## src/rtl/controller_rx_if.sv

```systemverilog
// controller_rx_if: controller state bus from controller_rx to sys_io.
//   buttons     [7:0]  button bits from the last good packet
//   joystick_x  [7:0]  X axis, unsigned
//   joystick_y  [7:0]  Y axis, unsigned
//   valid_out          one-cycle pulse when the three fields above update
// Handshake: valid-only, no ready. valid_out is high for exactly one clk_in
// cycle and the fields are stable from that cycle until the next pulse; the
// sink cannot stall the receiver, it simply samples on valid_out.
interface controller_rx_if;
    logic [7:0] buttons;
    logic [7:0] joystick_x;
    logic [7:0] joystick_y;
    logic       valid_out;

    modport master (output buttons, joystick_x, joystick_y, valid_out);
    modport slave  (input  buttons, joystick_x, joystick_y, valid_out);
endinterface

```

## src/rtl/controller_rx.sv

```systemverilog
// controller_rx: serial receiver for the handheld game controller link.
// Synchronizes the raw chip pins, frames 5-byte packets
// (SYNC_BYTE, BTN, JX, JY, CSUM with CSUM = BTN ^ JX ^ JY ^ 8'hFF) and
// presents the latest good controller state to sys_io.
// Ports:
//   clk_in, rst_in        system clock, async active-high reset
//   chip_data_raw         serial data pin (async), sampled on chip clock rise
//   chip_clk_raw          serial clock pin (async)
//   rx_bus (master)       buttons / joystick_x / joystick_y / valid_out
//   last_raw_byte [7:0]   last completed byte outside HUNT (incl. checksum)
//   err_count     [7:0]   checksum failures + mid-packet timeouts, saturating
//   link_up               high while good packets are arriving
//   state_dbg     [2:0]   FSM state: 0 HUNT, 1 BTN, 2 JX, 3 JY, 4 CSUM
module controller_rx #(
    parameter logic [7:0] SYNC_BYTE      = 8'hA5,
    parameter int         TIMEOUT_CYCLES = 100000,
    parameter int         CNT_W          = 17
) (
    input  logic            clk_in,
    input  logic            rst_in,
    input  logic            chip_data_raw,
    input  logic            chip_clk_raw,
    controller_rx_if.master rx_bus,
    output logic [7:0]      last_raw_byte,
    output logic [7:0]      err_count,
    output logic            link_up,
    output logic [2:0]      state_dbg
);

    typedef enum logic [2:0] {
        HUNT = 3'd0,
        BTN  = 3'd1,
        JX   = 3'd2,
        JY   = 3'd3,
        CSUM = 3'd4
    } state_t;

    localparam logic [CNT_W-1:0] T_MAX = CNT_W'(TIMEOUT_CYCLES);
    localparam logic [CNT_W-1:0] T_PRE = CNT_W'(TIMEOUT_CYCLES - 1);

    state_t           state, state_next;
    logic             data_s1, data_s2;
    logic             clk_s1, clk_s2, clk_s3;
    logic             rise;
    logic [7:0]       sr, sr_shift;
    logic [2:0]       bit_cnt;
    logic [CNT_W-1:0] tcnt;
    logic             timeout_fire;
    logic [7:0]       btn_hold, jx_hold, jy_hold;
    logic [7:0]       csum_exp;
    logic             byte_done, pkt_good, pkt_bad, pkt_abort, idle_timeout;

    assign rise      = clk_s2 & ~clk_s3;
    assign sr_shift  = {sr[6:0], data_s2};
    assign csum_exp  = btn_hold ^ jx_hold ^ jy_hold ^ 8'hFF;
    assign state_dbg = state;
    // Fires on the single cycle tcnt steps onto the threshold; tcnt then
    // saturates, so one idle period yields one timeout. A rise always wins.
    assign timeout_fire = ~rise & (tcnt == T_PRE);

    always_ff @(posedge clk_in or posedge rst_in) begin
        if (rst_in) begin
            data_s1 <= 1'b0;
            data_s2 <= 1'b0;
            clk_s1  <= 1'b0;
            clk_s2  <= 1'b0;
            clk_s3  <= 1'b0;
            tcnt    <= '0;
            state   <= HUNT;
        end else begin
            data_s1 <= chip_data_raw;
            data_s2 <= data_s1;
            clk_s1  <= chip_clk_raw;
            clk_s2  <= clk_s1;
            clk_s3  <= clk_s2;
            if (rise)
                tcnt <= '0;
            else if (tcnt != T_MAX)
                tcnt <= tcnt + 1'b1;
            state <= state_next;
        end
    end

    always_comb begin
        state_next   = state;
        byte_done    = 1'b0;
        pkt_good     = 1'b0;
        pkt_bad      = 1'b0;
        pkt_abort    = 1'b0;
        idle_timeout = 1'b0;
        case (state)
            HUNT: begin
                // Sliding window: no bit counting until the marker appears.
                if (rise) begin
                    if (sr_shift == SYNC_BYTE)
                        state_next = BTN;
                end else if (timeout_fire) begin
                    idle_timeout = 1'b1;
                end
            end
            default: begin
                if (rise) begin
                    if (bit_cnt == 3'd7) begin
                        byte_done = 1'b1;
                        case (state)
                            BTN:     state_next = JX;
                            JX:      state_next = JY;
                            JY:      state_next = CSUM;
                            default: begin
                                state_next = HUNT;
                                if (sr_shift == csum_exp)
                                    pkt_good = 1'b1;
                                else
                                    pkt_bad = 1'b1;
                            end
                        endcase
                    end
                end else if (timeout_fire) begin
                    pkt_abort  = 1'b1;
                    state_next = HUNT;
                end
            end
        endcase
    end

    always_ff @(posedge clk_in or posedge rst_in) begin
        if (rst_in) begin
            sr                <= '0;
            bit_cnt           <= '0;
            btn_hold          <= '0;
            jx_hold           <= '0;
            jy_hold           <= '0;
            last_raw_byte     <= '0;
            err_count         <= '0;
            link_up           <= 1'b0;
            rx_bus.buttons    <= '0;
            rx_bus.joystick_x <= '0;
            rx_bus.joystick_y <= '0;
            rx_bus.valid_out  <= 1'b0;
        end else begin
            if (rise)
                sr <= sr_shift;
            else if (timeout_fire)
                sr <= '0;

            if (state == HUNT || pkt_abort)
                bit_cnt <= '0;
            else if (rise)
                bit_cnt <= bit_cnt + 3'd1;

            if (byte_done) begin
                last_raw_byte <= sr_shift;
                case (state)
                    BTN:     btn_hold <= sr_shift;
                    JX:      jx_hold  <= sr_shift;
                    JY:      jy_hold  <= sr_shift;
                    default: ;
                endcase
            end

            // Fields only ever change as a complete, checked set.
            rx_bus.valid_out <= pkt_good;
            if (pkt_good) begin
                rx_bus.buttons    <= btn_hold;
                rx_bus.joystick_x <= jx_hold;
                rx_bus.joystick_y <= jy_hold;
            end

            if (pkt_good)
                link_up <= 1'b1;
            else if (pkt_bad || pkt_abort || idle_timeout)
                link_up <= 1'b0;

            if ((pkt_bad || pkt_abort) && err_count != 8'hFF)
                err_count <= err_count + 8'd1;
        end
    end

endmodule

```

## src/flat_wrapper.sv

```systemverilog
// flat-port wrapper written by rule: the top's interface ports become plain ports
module controller_rx_flat 
#(
    parameter logic [7:0] SYNC_BYTE      = 8'hA5,
    parameter int         TIMEOUT_CYCLES = 100000,
    parameter int         CNT_W          = 17
)
  (clk_in, rst_in, chip_data_raw, chip_clk_raw, last_raw_byte, err_count, link_up, state_dbg, rx_bus_buttons, rx_bus_joystick_x, rx_bus_joystick_y, rx_bus_valid_out);
  controller_rx_if rx_bus_i ();
  input  logic clk_in;
  input  logic rst_in;
  input  logic chip_data_raw;
  input  logic chip_clk_raw;
  output logic [7:0] last_raw_byte;
  output logic [7:0] err_count;
  output logic link_up;
  output logic [2:0] state_dbg;
  output wire logic [$bits(rx_bus_i.buttons)-1:0] rx_bus_buttons;
  output wire logic [$bits(rx_bus_i.joystick_x)-1:0] rx_bus_joystick_x;
  output wire logic [$bits(rx_bus_i.joystick_y)-1:0] rx_bus_joystick_y;
  output wire logic [$bits(rx_bus_i.valid_out)-1:0] rx_bus_valid_out;
  assign rx_bus_buttons = rx_bus_i.buttons;
  assign rx_bus_joystick_x = rx_bus_i.joystick_x;
  assign rx_bus_joystick_y = rx_bus_i.joystick_y;
  assign rx_bus_valid_out = rx_bus_i.valid_out;
  controller_rx #(.SYNC_BYTE(SYNC_BYTE), .TIMEOUT_CYCLES(TIMEOUT_CYCLES), .CNT_W(CNT_W)) u_core (.clk_in(clk_in), .rst_in(rst_in), .chip_data_raw(chip_data_raw), .chip_clk_raw(chip_clk_raw), .rx_bus(rx_bus_i), .last_raw_byte(last_raw_byte), .err_count(err_count), .link_up(link_up), .state_dbg(state_dbg));
endmodule
```

## config.mk

```make
export PLATFORM = sky130hd
export DESIGN_NAME = controller_rx_flat
export DESIGN_NICKNAME = d
export VERILOG_FILES = /design/src/rtl/controller_rx_if.sv /design/src/rtl/controller_rx.sv /design/src/flat_wrapper.sv
export SDC_FILE = /design/constraint.sdc
export NUM_CORES = 1
export LEC_CHECK = 0
export ABC_AREA = 0
export CAP_MARGIN = 15
export CORE_ASPECT_RATIO = 1.75
export CORE_MARGIN = 5
export CORE_UTILIZATION = 56
export DETAILED_ROUTE_END_ITERATION = 10
export PLACE_DENSITY = 0.87
export RECOVER_POWER = 50
export SYNTH_ARGS = -nofsm -noshare
export SYNTH_HDL_FRONTEND = slang
export SYNTH_SLANG_ARGS = --single-unit
```

## constraint.sdc

```tcl
create_clock -name clk_in -period 4.35 [get_ports clk_in]
set_input_delay 0.87 -clock clk_in [delete_from_list [all_inputs] [get_ports clk_in]]
set_output_delay 0.87 -clock clk_in [all_outputs]
set_load 0.1 [all_outputs]
```

==> results by stage <==
Layout:
- The final instance count without filler cells is 500.
- In the layout the commonest cells are sky130_fd_sc_hd__dfrtp_1, sky130_fd_sc_hd__mux2_2, sky130_fd_sc_hd__clkdlybuf4s50_1.
- With fillers left out, the area of the finished cells amounts to about 5300 µm².
- The most common cell after layout, fill and taps aside is sky130_fd_sc_hd__dfrtp_1.
- The final layout contains around 410 nets.
- The fraction of layout instances using a drive strength above 1 is 0.1976.
- The area growth from synthesis to layout is 19.46%.
- The number of diodes is 0.

Clock network:
- The later pin in the worst-skew pair is clocked with a latency of 350 ps.
- The count of cells resized by post-cts repair is 0.
- The buffer depth of the longest clock path is 2.
- The number of hold-repair buffers added at the cts stage is 0.
- The count of buffers added by post-CTS timing repair for setup is 0.
- The CTS tree is yes.
- The tree built by TritonCTS fans out to ~100 sinks.
- The CTS buffer count is 9.
- The clock transition at the register clock pins on the worst setup and hold paths after CTS is 60 ps.
- The cell chosen for the clock root is sky130_fd_sc_hd__clkbuf_16.
- The deepest level of the CTS H-tree is 3.

Timing:
- Setup repair after global routing left no endpoint under its margin.
- The accumulated negative setup slack is 0 ps.
- Derived from the worst setup path, the maximum achievable clock frequency is 0.3374 GHz.
- In the finished design, the share of the clock period the worst path needs comes to 0.6813.
- Between clock sinks in the finished design, the worst skew comes to 8.501 ps.
- In this run the tightest slew margin relative to its limit is 0.1932.
- The final-report max-slew violation count is 0.
- The number of failing hold endpoints at the final stage is 0.
- After layout, the minimum clock period comes to 2964 ps.
- For the pin with the worst max-slew slack, the measured transition is between 1000 and 1500 ps.
- The number of setup violations in the final report is 0.

Flow run:
- The max-capacitance violation count is 0.

Worst setup path:
- The critical path goes through clkdlybuf4s50_1.
- STA puts the critical path data arrival time at 2090 ps.
- The element type at the critical path end is a primary output.
- By startpoint and endpoint, the worst setup path is classified as flop to primary output.
- Grouping stages by cell kind, the critical path spends the most delay in buffers and inverters.
- Along the worst path, the maximum fanout reaches 9.
- The worst setup path is launched from a flop.
- The required time at the worst-slack endpoint is 3480 ps.
- The combined buffer and inverter count along the critical path is 1.
- The maximum cell stage delay along the critical path is 1220 ps.
- The slowest stage of the critical path belongs to the cell sky130_fd_sc_hd__clkdlybuf4s50_1.

Global routing:
- The number of global-route vias before repair is 2,996.
- The global router's overall resource usage is 0.1850.
- The total congestion overflow is 0.
- The initial antenna violation count is 0.
- The maximum number of pins on one net before global-route repair is around 70.
- The first global-routing pass estimated 14,460 µm of wire.

Route:
- The initial detailed-routing violation count is 165.
- The number of design rule violations left after detail routing is 0.
- For this block, the routed nets add up to 8536 µm of wire.
- The first-pass detailed-route iteration total is 4.
- The routed length per placed instance is 17.07 µm.
- For this block, the via count after detailed routing is ~2,900.
- The per-cell via count in the routed design is 5.772.
- The post-route antenna net violation count is 0.

Yosys:
- For this run, asynchronously set or reset flops after synthesis account for 1.000.
- The warning count from the yosys run is 0.
- The net count of the mapped netlist is 367.
- The top cell type's share of synthesized area is 0.5706.
- In this run, synthesis produced a sequential element count of 101.
- Yosys mapped a number of flops with a built-in enable equal to 0.
- Summed over all instances, the cell type with the most area after synthesis is sky130_fd_sc_hd__dfrtp_1.
- The per-instance average area after synthesis is 12.37 µm².
- The fraction of the yosys area taken by sequential cells is 0.5706.
- The most used flip-flop cell after synthesis is sky130_fd_sc_hd__dfrtp_1.
- The instance count of the mapped netlist is between 300 and 400.
- The netlist uses 41 different library cells.
- Yosys attributes the largest share of cell area to sky130_fd_sc_hd__dfrtp_1, sky130_fd_sc_hd__mux2_2, sky130_fd_sc_hd__xnor2_1, sky130_fd_sc_hd__xor2_1, sky130_fd_sc_hd__nand2_1.
- Summing every instance area after synthesis gives 4429 µm².

Floorplan:
- The floorplan step defined a die boundary enclosing 9858 µm².
- The initial utilization of the core area, before any placement, comes to 0.5639.
- The number of primary I/O pins is between 40 and 50.
- The die is 77.23 µm wide.
- The height of the die is around 130 µm.
- The placeable core region is just under 8000 µm².
- In this run the core area contains 43 standard-cell rows.

Power and ir drop:
- The power per unit of standard cell area is approximately 380 nW/µm².
- In this run the static leakage power is 2.500 nW.
- IR analysis of the VDD net gives a maximum drop of around 0.23 mV.
- The total power consumption of the routed design is ~2 mW.

Status:
- The run finished with clean final reports.

Placed design:
- Port buffering added 48 buffers.
- After detailed placement, the design holds a cell count of 483.
- The area of placed instances is 4961 µm².
- The final HPWL from detailed placement is 5991 µm.
- The global placement routability congestion is around 0.78.

Worst hold path:
- The kind of path behind the tightest hold check is flop to flop.
final cells by class:
class	instances	area, µm²
sequential	101	2527
clock buffer	12	256.5
multi-input combinational	236	1797
timing repair buffer	52	506.7
clock inverter	4	70.07
fill	546	2564
inverter	5	21.27
tap	90	112.6
routing by layer:
metal | global-route usage | vias to the layer above | wire length, µm
met5 | 0 | - | 0
met4 | 0.09413 | 0 | 264
met3 | 0.04219 | 19 | 317
met2 | 0.3158 | 65 | 4588
met1 | 0.2156 | 1472 | 3366
li1 | - | 1330 | -
cell families (layout without fill, tap and decap cells):
group,count (synthesis),after routing,share of synthesized area
AND/OR/NAND/NOR,104,104,0.1220
flip-flops,101,101,0.5706
multiplexers,54,54,0.1370
XOR/XNOR,40,40,0.07910
AO/OA/AOI/OAI,33,33,0.05339
buffers and inverters,21,73,0.02373
adder cells (fa/ha/maj),5,5,0.01412
synthesized netlist by cell type, types with 2 or more instances:
library cell	number
sky130_fd_sc_hd__ha_1	5
sky130_fd_sc_hd__nor2_1	24
sky130_fd_sc_hd__a21oi_1	10
sky130_fd_sc_hd__mux2_2	53
sky130_fd_sc_hd__o21ai_0	5
sky130_fd_sc_hd__and3_1	2
sky130_fd_sc_hd__or2_2	2
sky130_fd_sc_hd__buf_6	2
sky130_fd_sc_hd__nand4_1	8
sky130_fd_sc_hd__xnor2_1	20
sky130_fd_sc_hd__a22oi_1	2
sky130_fd_sc_hd__nand2_1	35
sky130_fd_sc_hd__buf_2	7
sky130_fd_sc_hd__a211oi_1	2
sky130_fd_sc_hd__nor3_2	2
sky130_fd_sc_hd__clkbuf_1	4
sky130_fd_sc_hd__dfrtp_1	101
sky130_fd_sc_hd__or3_1	6
sky130_fd_sc_hd__a22o_1	7
sky130_fd_sc_hd__nor3b_1	2
sky130_fd_sc_hd__a211o_1	2
sky130_fd_sc_hd__nand3_1	10
sky130_fd_sc_hd__nand3_2	2
sky130_fd_sc_hd__nor3_1	4
sky130_fd_sc_hd__xor2_1	20
sky130_fd_sc_hd__clkbuf_2	2
sky130_fd_sc_hd__inv_1	5
through the flow:
step / worst slack [ps] / hold slack, ps / utilization
6_report: 1386 / 354.0 / 0.6736
5_1_grt: 1190 / 361.6 / 0.6736
4_1_cts: 1391 / 357.4 / 0.6731
3_5_place_dp: 1658 / 340.3 / 0.6316
3_3_place_gp: 1766 / 333.5 / 0.6316
2_1_floorplan: 832.9 / 331.2 / -
final timing paths:
kind                            cells after the start  slack (ps)                start                       end
worst min-delay path                                0         350       u_core.data_s1            u_core.data_s2
max in group asynchronous                           3        1910               rst_in  u_core.rx_bus.buttons[6]
worst min register to register                      0         350       u_core.data_s1            u_core.data_s2
worst max-delay path                                1        1390  u_core.state_dbg[2]              state_dbg[2]
min in group asynchronous                           2        1180               rst_in           u_core.tcnt[16]
worst max register to register                      5        1440        u_core.clk_s2       u_core.state_dbg[1]
flip-flops by register name (all words and copies together), names as in the netlist:
name	count
u_core.data_s1	1
u_core.link_up	1
u_core.data_s2	1
u_core.btn_hold	8
u_core.clk_s3	1
u_core.rx_bus.buttons	8
u_core.state_dbg	3
u_core.last_raw_byte	8
u_core.clk_s2	1
u_core.rx_bus.joystick_y	8
u_core.jx_hold	8
u_core.tcnt	17
u_core.clk_s1	1
u_core.jy_hold	8
u_core.err_count	8
u_core.rx_bus.valid_out	1
u_core.bit_cnt	3
u_core.sr	7
u_core.rx_bus.joystick_x	8
where the power goes:
part           switching, mW  internal, mW  leakage [nW]
Clock                  0.326         0.533         0.163
Sequential            0.0557         0.969          1.39
Combinational         0.0891        0.0596         0.950
Note: power is estimated with default switching activity, not from simulation.
